[src/rtl/geri_yaz_birimi.sv]
// geri_yaz_birimi: registered writeback stage feeding the single register-file
// write port toward COZ.
//   - The in-order YURUT slot always has priority.
//   - UZUN_SAYISI long-latency channels (divider, FPU, ...) are granted
//     round-robin in cycles where YURUT does not write a register.
//   - A saturating counter counts cycles in which a long-latency result was
//     pending but the slot was taken by YURUT.
// Ports:
//   clk_i, rstn_i             clock (rising edge), async active-low reset
//   yrt_*                     YURUT slot: valid, writes-rd, source select,
//                             rd address, ALU / multiplier / PC+ values
//   uzun_gecerli_i            per-channel result valid
//   uzun_hazir_o              per-channel accept (combinational)
//   uzun_rd_adres_i           packed 5-bit addresses, channel k at [5k+4:5k]
//   uzun_deger_i              packed data, channel k at [VERI_BIT*k +: VERI_BIT]
//   cyo_yaz_adres_o           registered write address
//   cyo_yaz_deger_o           registered write data
//   cyo_yaz_yazmac_o          registered write enable
//   cakisma_sayisi_o          saturating blocked-cycle count
module geri_yaz_birimi #(
  parameter int VERI_BIT    = 32,
  parameter int UZUN_SAYISI = 2,
  parameter int SAYAC_BIT   = 16
) (
  input  logic                            clk_i,
  input  logic                            rstn_i,
  input  logic                            yrt_gecerli_i,
  input  logic                            yrt_yazmac_i,
  input  logic [1:0]                      yrt_kaynak_i,
  input  logic [4:0]                      yrt_rd_adres_i,
  input  logic [VERI_BIT-1:0]             yrt_rd_deger_i,
  input  logic [VERI_BIT-1:0]             yrt_carpma_deger_i,
  input  logic [VERI_BIT-2:0]             yrt_ps_artmis_i,
  input  logic [UZUN_SAYISI-1:0]          uzun_gecerli_i,
  output logic [UZUN_SAYISI-1:0]          uzun_hazir_o,
  input  logic [5*UZUN_SAYISI-1:0]        uzun_rd_adres_i,
  input  logic [VERI_BIT*UZUN_SAYISI-1:0] uzun_deger_i,
  output logic [4:0]                      cyo_yaz_adres_o,
  output logic [VERI_BIT-1:0]             cyo_yaz_deger_o,
  output logic                            cyo_yaz_yazmac_o,
  output logic [SAYAC_BIT-1:0]            cakisma_sayisi_o
);

  // A single channel still needs a one-bit pointer to keep the vectors legal.
  localparam int SIRA_BIT = (UZUN_SAYISI > 1) ? $clog2(UZUN_SAYISI) : 1;
  localparam logic [UZUN_SAYISI-1:0] TEK_BIT    = UZUN_SAYISI'(1);
  localparam logic [SAYAC_BIT-1:0]   SAYAC_MAKS = {SAYAC_BIT{1'b1}};

  logic                   ana_yaz_s;
  logic [VERI_BIT-1:0]    ana_deger_s;
  logic                   kazanan_var_s;
  logic [SIRA_BIT-1:0]    kazanan_s;
  logic [UZUN_SAYISI-1:0] hazir_s;
  logic [4:0]             uzun_adres_s;
  logic [VERI_BIT-1:0]    uzun_deger_s;

  logic [SIRA_BIT-1:0]    sira_d, sira_q;
  logic [4:0]             adres_d, adres_q;
  logic [VERI_BIT-1:0]    deger_d, deger_q;
  logic                   yazmac_d, yazmac_q;
  logic [SAYAC_BIT-1:0]   sayac_d, sayac_q;

  // YURUT write request and value selection.
  always_comb begin
    ana_yaz_s = yrt_gecerli_i & yrt_yazmac_i & (yrt_kaynak_i != 2'b11) &
                (yrt_rd_adres_i != 5'd0);
    case (yrt_kaynak_i)
      2'b00:   ana_deger_s = yrt_rd_deger_i;
      2'b01:   ana_deger_s = {yrt_ps_artmis_i, 1'b0};
      2'b10:   ana_deger_s = yrt_carpma_deger_i;
      default: ana_deger_s = '0;
    endcase
  end

  // Round-robin search: first valid channel at or after the pointer.
  // Only valids and the pointer feed the grant, never channel data/address.
  always_comb begin
    int idx;
    idx           = 0;
    kazanan_var_s = 1'b0;
    kazanan_s     = '0;
    for (int i = 0; i < UZUN_SAYISI; i++) begin
      idx = (int'(sira_q) + i) % UZUN_SAYISI;
      if (!kazanan_var_s && uzun_gecerli_i[idx[SIRA_BIT-1:0]]) begin
        kazanan_var_s = 1'b1;
        kazanan_s     = idx[SIRA_BIT-1:0];
      end else begin
        kazanan_var_s = kazanan_var_s;
      end
    end
    if (kazanan_var_s && !ana_yaz_s) begin
      hazir_s = TEK_BIT << kazanan_s;
    end else begin
      hazir_s = '0;
    end
  end

  // Accept is forced low while reset is asserted.
  assign uzun_hazir_o = hazir_s & {UZUN_SAYISI{rstn_i}};

  // Extract the granted channel's address and data.
  always_comb begin
    uzun_adres_s = 5'd0;
    uzun_deger_s = '0;
    for (int k = 0; k < UZUN_SAYISI; k++) begin
      if (kazanan_s == SIRA_BIT'(k)) begin
        uzun_adres_s = uzun_rd_adres_i[5*k +: 5];
        uzun_deger_s = uzun_deger_i[VERI_BIT*k +: VERI_BIT];
      end else begin
        uzun_adres_s = uzun_adres_s;
      end
    end
  end

  // Next-state for output register, pointer and blocked-cycle counter.
  always_comb begin
    int sonraki;
    sonraki  = (int'(kazanan_s) + 1) % UZUN_SAYISI;
    sira_d   = sira_q;
    adres_d  = adres_q;
    deger_d  = deger_q;
    yazmac_d = 1'b0;
    sayac_d  = sayac_q;
    if (ana_yaz_s) begin
      adres_d  = yrt_rd_adres_i;
      deger_d  = ana_deger_s;
      yazmac_d = 1'b1;
    end else if (kazanan_var_s) begin
      // x0 results complete the handshake but never write the register file.
      adres_d  = uzun_adres_s;
      deger_d  = uzun_deger_s;
      yazmac_d = (uzun_adres_s != 5'd0);
      sira_d   = sonraki[SIRA_BIT-1:0];
    end else begin
      yazmac_d = 1'b0;
    end
    // A pending channel without a transfer can only mean YURUT held the slot.
    if ((|uzun_gecerli_i) && ana_yaz_s && (sayac_q != SAYAC_MAKS)) begin
      sayac_d = sayac_q + SAYAC_BIT'(1);
    end else begin
      sayac_d = sayac_q;
    end
  end

  // State registers.
  always_ff @(posedge clk_i or negedge rstn_i) begin
    if (!rstn_i) begin
      sira_q   <= '0;
      adres_q  <= 5'd0;
      deger_q  <= '0;
      yazmac_q <= 1'b0;
      sayac_q  <= '0;
    end else begin
      sira_q   <= sira_d;
      adres_q  <= adres_d;
      deger_q  <= deger_d;
      yazmac_q <= yazmac_d;
      sayac_q  <= sayac_d;
    end
  end

  assign cyo_yaz_adres_o  = adres_q;
  assign cyo_yaz_deger_o  = deger_q;
  assign cyo_yaz_yazmac_o = yazmac_q;
  assign cakisma_sayisi_o = sayac_q;

endmodule
[config.mk]
export PLATFORM = sky130hd
export DESIGN_NAME = geri_yaz_birimi
export DESIGN_NICKNAME = d
export VERILOG_FILES = /design/src/rtl/geri_yaz_birimi.sv
export SDC_FILE = /design/constraint.sdc
export NUM_CORES = 1
export LEC_CHECK = 0
export CORE_MARGIN = 5
export CORE_UTILIZATION = 38
export CTS_CLUSTER_DIAMETER = 150
export CTS_CLUSTER_SIZE = 40
export DETAILED_ROUTE_END_ITERATION = 8
export MAX_ROUTING_LAYER = met4
export PLACE_DENSITY = 0.87
export SLEW_MARGIN = 20
export SYNTH_ARGS = -nofsm -noshare
export SYNTH_HDL_FRONTEND = slang
export SYNTH_SLANG_ARGS = --single-unit
[constraint.sdc]
create_clock -name clk_i -period 2.3 [get_ports clk_i]
set_input_delay 0.46 -clock clk_i [delete_from_list [all_inputs] [get_ports clk_i]]
set_output_delay 0.46 -clock clk_i [all_outputs]
set_load 0.1 [all_outputs]
[After elaboration in Yosys (flattened, before gate mapping)]
Cells that the tools add are included.
W data, S select, Z words.
Operators by class
  bitwise operators: 5
  reductions and logical operators: 12
  equality and inequality tests: 4
  muxes and demuxes: 18
  add/sub/neg operators: 3
  shift operators: 1
  $lt $le $gt $ge: 2
Operator list (count)
  $mux W32: 3
  $pmux W32 S3: 1
  $add A16 B1 Y16 const B: 1
  $ne A16 B16 Y1 const B: 1
  $mux W5: 3
  $mux W1: 10
  $reduce_bool A5 Y1: 2
  $logic_and A1 B1 Y1: 4
  $lt A1 B2 Y1 const B: 2
  $and A1 B1 Y1: 3
  $add A1 B1 Y1 const B: 2
  $and A2 B2 Y2: 1
  $eq A2 B1 Y1 const B: 1
  $eq A2 B2 Y1 const B: 1
  $logic_not A1 Y1: 2
  $logic_not A2 Y1: 1
  $mux W2: 1
  $ne A2 B2 Y1 const B: 1
  $reduce_and A2 Y1: 1
  $reduce_bool A2 Y1: 1
  $reduce_or A2 Y1: 1
  $shl A1 B1 Y2 const A: 1
  $not A1 Y1: 1
Storage, ports and cells
  word-level logic and storage cells: 50
  input bits: 182
  bits in registers: 55
  output and inout bits: 56

[Longest topological paths before layout]
Gate-level depths: netlist of run 1.
  depth after elaboration: 10
  mapped depth: 7
  depth with buffers taken out: 6

[Worst setup path after synthesis of run 1]
No wires, ideal clock.
  path type: in2out
  start point: input yrt_rd_adres_i[1]
  end point: output uzun_hazir_o[1]
  stages on the path: 6
  arrival time: 2884 ps
  required time: 1840 ps
  path slack: -1044 ps
  path buffers: 2
  path through: or4_4 -> o2111ai_4 -> buf_6 -> buf_4 -> nand2_1 -> nor2_1
On the way
  cells in the longest elaborated chain, start to end: 6
Ends and longest elaborated chain
  start: declaration: RTL line 30  | input logic [4:0] yrt_rd_adres_i,
  $reduce_bool A5 Y1: RTL line 66  | (yrt_rd_adres_i != 5'd0);
  $and A1 B1 Y1: RTL line 65  | ana_yaz_s = yrt_gecerli_i & yrt_yazmac_i & (yrt_kaynak_i != 2'b11) &
  $logic_not A1 Y1: RTL line 91  | if (kazanan_var_s && !ana_yaz_s) begin
  $logic_and A1 B1 Y1: RTL line 91
  $mux W2: RTL line 91
  $and A2 B2 Y2: RTL line 99  | assign uzun_hazir_o = hazir_s & {UZUN_SAYISI{rstn_i}};
  end: declaration: RTL line 35  | output logic [UZUN_SAYISI-1:0] uzun_hazir_o,
Every way passes these cells.

[Worst setup path after layout of run 1]
  start point: input yrt_rd_adres_i[3]
  end point: output uzun_hazir_o[0]
The elaborated chain is that of the path after synthesis.

==> results.md, run 1 <==
- Outcome: completed
- DRC viols: 0
- Die X: 110 um
- Crit path max fanout: 2
- Fill cells: 822
- Seq/Total Area, Yosys: between 30% and 40%
- Tmin final: 2.26 ns
- Count of state elements after synthesis: 55
- RSZ-0062 raised after global routing: no
- Crit path max-delay family: simple AND/OR/NAND/NOR gates
- VDD IR max: 0.000559 V
- Overall Global Routing Usage: 23.4%
- First-pass GRT wire length: 21.7 mm
- Post-synth EDFFs: 0
- Syn Area/Cell: 9.27 sq um
- Synth Area in XOR/XNOR: under 10%
- Clk sinks: 55
- Simple-gate area share of the yosys netlist: between 10% and 20%
- LEAKAGE: 2.58 nW
- Mapped Area: roughly 0.0038 sq mm
- Post-detail-place hpwl: around 11 mm
- Required time of the critical path: 1.84 ns
- Busiest grt layer: met2
- Ant. Diodes: 0
- Port bufs: 237
- Syn nets: 594
- Worst-path cell chain: dlygate4sd2_1 > or4_4 > o2111ai_4 > nand2_4 > nor2_4 > buf_12
- Reg clk slew, reported paths: approximately 0.11 ns
- Slew of the pin with the lowest slew margin: 0.725 ns
- CTS H-tree lvls: 2
- Pin count of the biggest net entering global routing: 56
- Finished Layout Cells: 767
- Clock Latency Late Sink: 0.31 ns
- Die H: 110 um
- Vias in the first global route: 4395
- Synthesized instance count: 411
- Clock buffer depth: 2
- Final Skew: about 0.0043 ns
- Largest cells by area after synthesis: dfrtp_1 (36%), mux2i_1 (8.4%), o221ai_1 (7.8%)
- CP max stage delay: 0.43 ns
- DRT antenna net count: 0
- Vias: between 4k and 5k
- Final hold violation count: 0
- Critical path type: in2out
- Yosys warnings: 0
- Synth Area in Adders: 0.328%
- Core Footprint: between 0.009 and 0.01 sq mm
- Die Footprint: about 0.012 sq mm
- DR WL/cell: about 19 um
- Fin Hold WS: 0.366 ns
- Max Freq: 0.442 GHz
- Max_slew headroom: 51.7%
- Slew Viols, Final: 0
- Post-synthesis mux area share: 9.88%
- CP max stage cell: or4_4
- Max cap viols: 0
- Final core utilization: 64.5%
- Worst setup EP type: primary output
- Netlist cell types: 37
- Final Cycle Share: 98.3%
- Cell taking the most area after synthesis: dfrtp_1
- Setup crit start kind: input port
- Num rows: 36
- CP bufs+invs: 2
- Placed insts: 758
- Final wirelength: approximately 15 mm
- Main combinational cell family by area after synthesis: compound AO/OA/AOI/OAI gates
- Post-CTS Hold Buffers: 0
- Fin area: 0.00631 sq mm
- Drt pass-1 iters: 4
- Layout overhead on the synthesized area: 65.5%
- HP Class: in2async
- Initial DRC count: ~210
- Vias per cell: about 5.6
- Met3 usage: 5.36%
- Compound-Gate Fraction of Synth Area: between 20% and 30%
- Post-synth top area share: 36.1%
- Final setup fails: 0
- Total CTS buffers: 5
- Root Buffer: clkbuf_8
- Starting density of the core: approximately two fifths
- Area after DPL: 0.00621 sq mm
- Layout cells sized above 1: 17.4%
- Final #Nets: slightly above 800
- Asr flop ratio synth: between 90% and 100%
- Pwr dens: 658 mW/mm^2
- List of most frequent post-synthesis cells: dfrtp_1 (55), nor2_1 (44), a21oi_1 (34), nor2b_1 (34), o221ai_1 (34)
- TritonCTS clock tree: built
- Met1 Resource Use GR: between 20% and 30%
- IO Pins: 238
- Pwr Total: 4.15 mW
- Crit path arrival time: 1.80 ns
- Met2 layer usage reported by global route: between 40% and 50%
- Antenna violations before repair: 0
- Most common cell in the netlist: dfrtp_1
- Placer Congestion: 0.926
- Congestion Overflow GR: 0
- Main flop type after synthesis: dfrtp_1
sequential cells by signal, summed over array words and instances, names as in the netlist:
register          flops
cyo_yaz_deger_o      32
cakisma_sayisi_o     16
cyo_yaz_adres_o       5
cyo_yaz_yazmac_o      1
sira_q                1
repair_timing:
action,4_1_cts,5_1_grt
endpoints found under the setup margin,2,8
buffers inserted,0,1
pin swaps,4,5
gates resized for setup,6,4
power by group:
part	leakage, nW	switching [mW]	internal, mW
Sequential	0.658	0.124	1.12
Clock	0.0408	0.344	0.219
Combinational	1.88	1.60	0.746
Total	2.58	2.06	2.08
placed cells by master, fill, tap and decap left out, types with 2 or more instances in the layout:
cell             count
buf_12               4
mux2i_1             32
nor2_4               2
a211o_1             33
clkbuf_8             5
o221ai_2             3
o2bb2ai_1            3
a21oi_1             34
nand4_1              7
a211oi_1            31
buf_2                4
nor4_1               2
clkinvlp_4           2
dfrtp_1             50
nand2_1             10
mux2_2               5
nand3_1              9
clkbuf_2             3
and3_1               3
or4_1                2
nor2_1              42
nor2b_1             33
o221ai_1            34
dfrtp_2              5
clkdlybuf4s50_1    173
buf_4               71
xnor2_1             14
stage by stage:
step	TNS [ns]	setup WS (ns)
final	0	0.0384
after global routing	0	0.000979
after CTS	0	0.0106
after detailed placement	-11.12	-0.294
after global placement	-8.70	-0.249
after floorplan	-0.517	-0.269
worst reg2reg max path, stage by stage (launching register included):
cell and delay, ns:
dfrtp_1 0.45, nand4_1 0.22, nor4_1 0.53, nor3_4 0.07
buf_12 0.16, mux2_2 0.26
cells by family (layout without fill, tap and decap cells):
logic type	after synthesis	after routing
AO/OA/AOI/OAI	144	144
XOR/XNOR	15	15
AND/OR/NAND/NOR	117	117
multiplexers	37	37
adder cells (fa/ha/maj)	1	1
buffers and inverters	42	265
flip-flops	55	55
layout make-up:
type,instances,area (sq um),area share (%)
clock buffers,5,68.8,1.09
clock inverters,3,23.8,0.377
inverters,1,3.75,0.0595
multi-input cells,314,2270,36.0
flip-flops and latches,55,1380,21.9
well taps,133,166,2.64
repair buffers,256,2390,37.9
layer usage:
metal	up-vias	share of wire [%]	wire length, um
met5	-	0	0
met4	0	1.3	186
met3	21	7.6	1100
met2	201	52	7600
met1	2045	39	5700
li1	2012	-	-
path summary, 6_finish.rpt:
kind	start	endpoint	slack, ns	cells past startpoint
setup / recovery	yrt_rd_adres_i[3]	uzun_hazir_o[0]	0.04	6
hold / removal	rstn_i	cyo_yaz_adres_o[3]	0.37	2
setup reg to reg	cakisma_sayisi_o[4]	cakisma_sayisi_o[1]	0.51	5
hold reg to reg	cakisma_sayisi_o[6]	cakisma_sayisi_o[6]	0.51	1
max in group asynchronous	rstn_i	cakisma_sayisi_o[6]	1.43	2
min in group clk_i	yrt_rd_adres_i[2]	cyo_yaz_adres_o[2]	0.39	2
(Power assumes the default switching activity.)
==> inputs of run 2 (changes only) <==
--- a/config.mk
+++ b/config.mk
@@ -5,6 +5,7 @@
 export SDC_FILE = /design/constraint.sdc
 export NUM_CORES = 1
 export LEC_CHECK = 0
+export CORE_ASPECT_RATIO = 0.9
 export CORE_MARGIN = 5
 export CORE_UTILIZATION = 38
 export CTS_CLUSTER_DIAMETER = 150
==> results.md, run 2 (synthesis gave the netlist of run 1 again) <==
- Outcome: completed
- Num rows: 34
- Final Cycle Share: 97.1%
- Sequential share of power: a little under 30%
- CTS H-tree lvls: 2
- Vias: 4343
- DRC viols: 0
- Crit path arrival time: roughly 1.8 ns
- Max Freq: 0.448 GHz
- Vias per cell: roughly 5.7
- Worst setup EP type: primary output
- Pwr dens: 665 mW/mm^2
- Die X: 116 um
- First-pass GRT wire length: between 20 and 25 mm
- Die Footprint: 0.0121 sq mm
- Worst r2r src: cakisma_sayisi_o[4]
- Critical R2R Capture: cakisma_sayisi_o[1]
- Root Buffer: clkbuf_8
- Slew of the pin with the lowest slew margin: 0.715 ns
- Final #Nets: about 800
- Final setup fails: 0
- Setup crit start kind: input port
- Final wirelength: approximately 15 mm
- Met1 Resource Use GR: 25.9%
- Logic pwr share: 56.1%
- Total CTS buffers: 5
- Critical path type: in2out
- Final Skew: 0.00764 ns
- Busiest grt layer: met2
- Required time of the critical path: 1.84 ns
- Placer Congestion: about 0.86
- Max_slew headroom: between 50% and 60%
- Met3 usage: 5.26%
- LEAKAGE: 2.58 nW
- HP Class: in2async
- Layout overhead on the synthesized area: 64.9%
- Clk sinks: between 50 and 60
- Most frequent cells in the layout: clkdlybuf4s50_1 (173), buf_4 (71), dfrtp_1 (50), nor2_1 (42)
- Vias in the first global route: 4553
- Clk pwr share: between 10% and 20%
- Final core utilization: 64.5%
- DRT antenna net count: 0
- Final hold violation count: 0
- Clock buffer depth: 2
- Overall Global Routing Usage: 23.4%
- Max cap viols: 0
- Core Footprint: about 0.01 sq mm
- Pin count of the biggest net entering global routing: 56
- Congestion Overflow GR: 0
- Tmin final: between 2 and 2.5 ns
- Setup tns final: 0 ns
- Crit path max fanout: 2
- Reg clk slew, reported paths: between 0.1 and 0.15 ns
- Met2 layer usage reported by global route: a little over two fifths
- Drt pass-1 iters: 4
- Internal: 2.10 mW
- Initial DRC count: 235
- Die H: around 110 um
- Fin Hold WS: 0.365 ns
- Reg-to-reg slack, setup: 0.44 ns
- Post-CTS Hold Buffers: 0
- Port bufs: 237
- Post-CTS Setup Inserts: 0
- RSZ-0062 raised after global routing: no
- Post-detail-place hpwl: 11.7 mm
- Commonest non-fill, non-tap cell in the layout: clkdlybuf4s50_1
- Clock Latency Late Sink: 0.31 ns
- Number of flip-flops under the largest register name: 32
- VDD IR max: roughly 0.0007 V
- DR WL/cell: 19.3 um
- Starting density of the core: about 40%
- Sw Ratio: 49.8%
- Path depth of the worst reg2reg path: 4
- Switch Pwr: 2.08 mW
- TritonCTS clock tree: built
- Ant. Diodes: 0
- IO Pins: between 200 and 250
- Slew Viols, Final: 0
- Layout cells sized above 1: 17.4%
- Antenna violations before repair: 0
## run 2: worst max-delay path: stages
cell	delay [ns]
clkbuf_2	0.10
or4_4	0.54
o2111ai_4	0.25
nand2_4	0.10
nor2_4	0.14
buf_12	0.18
## run 2: routing by layer
layer | wire [um] | vias up
met1 | 5650 | 2083
li1 | - | 2013
met4 | 244 | 0
met5 | 0 | -
met3 | 1230 | 26
met2 | 7550 | 221
## run 2: layout make-up
class | count | area, sq um
clock buffers | 5 | 68.8
clock inverters | 3 | 31.3
fillers | 783 | 3460
inverters | 1 | 3.75
multi-input cells | 314 | 2270
flip-flops and latches | 55 | 1380
well taps | 126 | 158
repair buffers | 255 | 2370
## run 2: repair_timing
action | CTS | global route
gates resized for setup | 8 | 4
setup endpoints to repair | 2 | 2
pin swaps | 4 | 4
hold endpoints to repair | 0 | 0
## run 2: per-stage QoR
stage          cells  power [mW]  setup WS [ns]  area, sq um
3_5_place_dp     751        3.61         -0.331         6200
5_1_grt          759        4.36         0.0240         6280
2_1_floorplan    411        2.83         -0.269         3840
6_report         759        4.18         0.0672         6280
4_1_cts          759        4.20        0.00192         6300
3_3_place_gp     751        3.57         -0.260         6200
## run 2: worst max path at each step
stage	start	endpoint	slack, ns
after floorplan	yrt_rd_adres_i[1]	uzun_hazir_o[0]	-0.27
after global placement	yrt_rd_adres_i[1]	cyo_yaz_adres_o[4]	-0.26
after detailed placement	yrt_rd_adres_i[1]	cyo_yaz_adres_o[2]	-0.33
after CTS	yrt_rd_adres_i[4]	uzun_hazir_o[0]	0.002
after global routing	yrt_rd_adres_i[1]	uzun_hazir_o[0]	0.02
final	yrt_rd_adres_i[1]	uzun_hazir_o[0]	0.07
## run 2: power by group through the flow
stage / Sequential, mW / Combinational [mW] / Clock (mW)
global placement: 1.25 / 2.32 / 0
finish: 1.24 / 2.34 / 0.596
CTS: 1.24 / 2.36 / 0.603
global route: 1.26 / 2.45 / 0.650
detailed placement: 1.26 / 2.36 / 0
floorplan: 2.30 / 0.527 / 0
==> inputs of run 3 (changes only) <==
--- a/config.mk
+++ b/config.mk
@@ -13,6 +13,7 @@
 export DETAILED_ROUTE_END_ITERATION = 8
 export MAX_ROUTING_LAYER = met4
 export PLACE_DENSITY = 0.87
+export SKIP_LAST_GASP = 1
 export SLEW_MARGIN = 20
 export SYNTH_ARGS = -nofsm -noshare
 export SYNTH_HDL_FRONTEND = slang
==> results of run 3 <==
The final DEF is identical to that of run 2; final timing and power are the same.
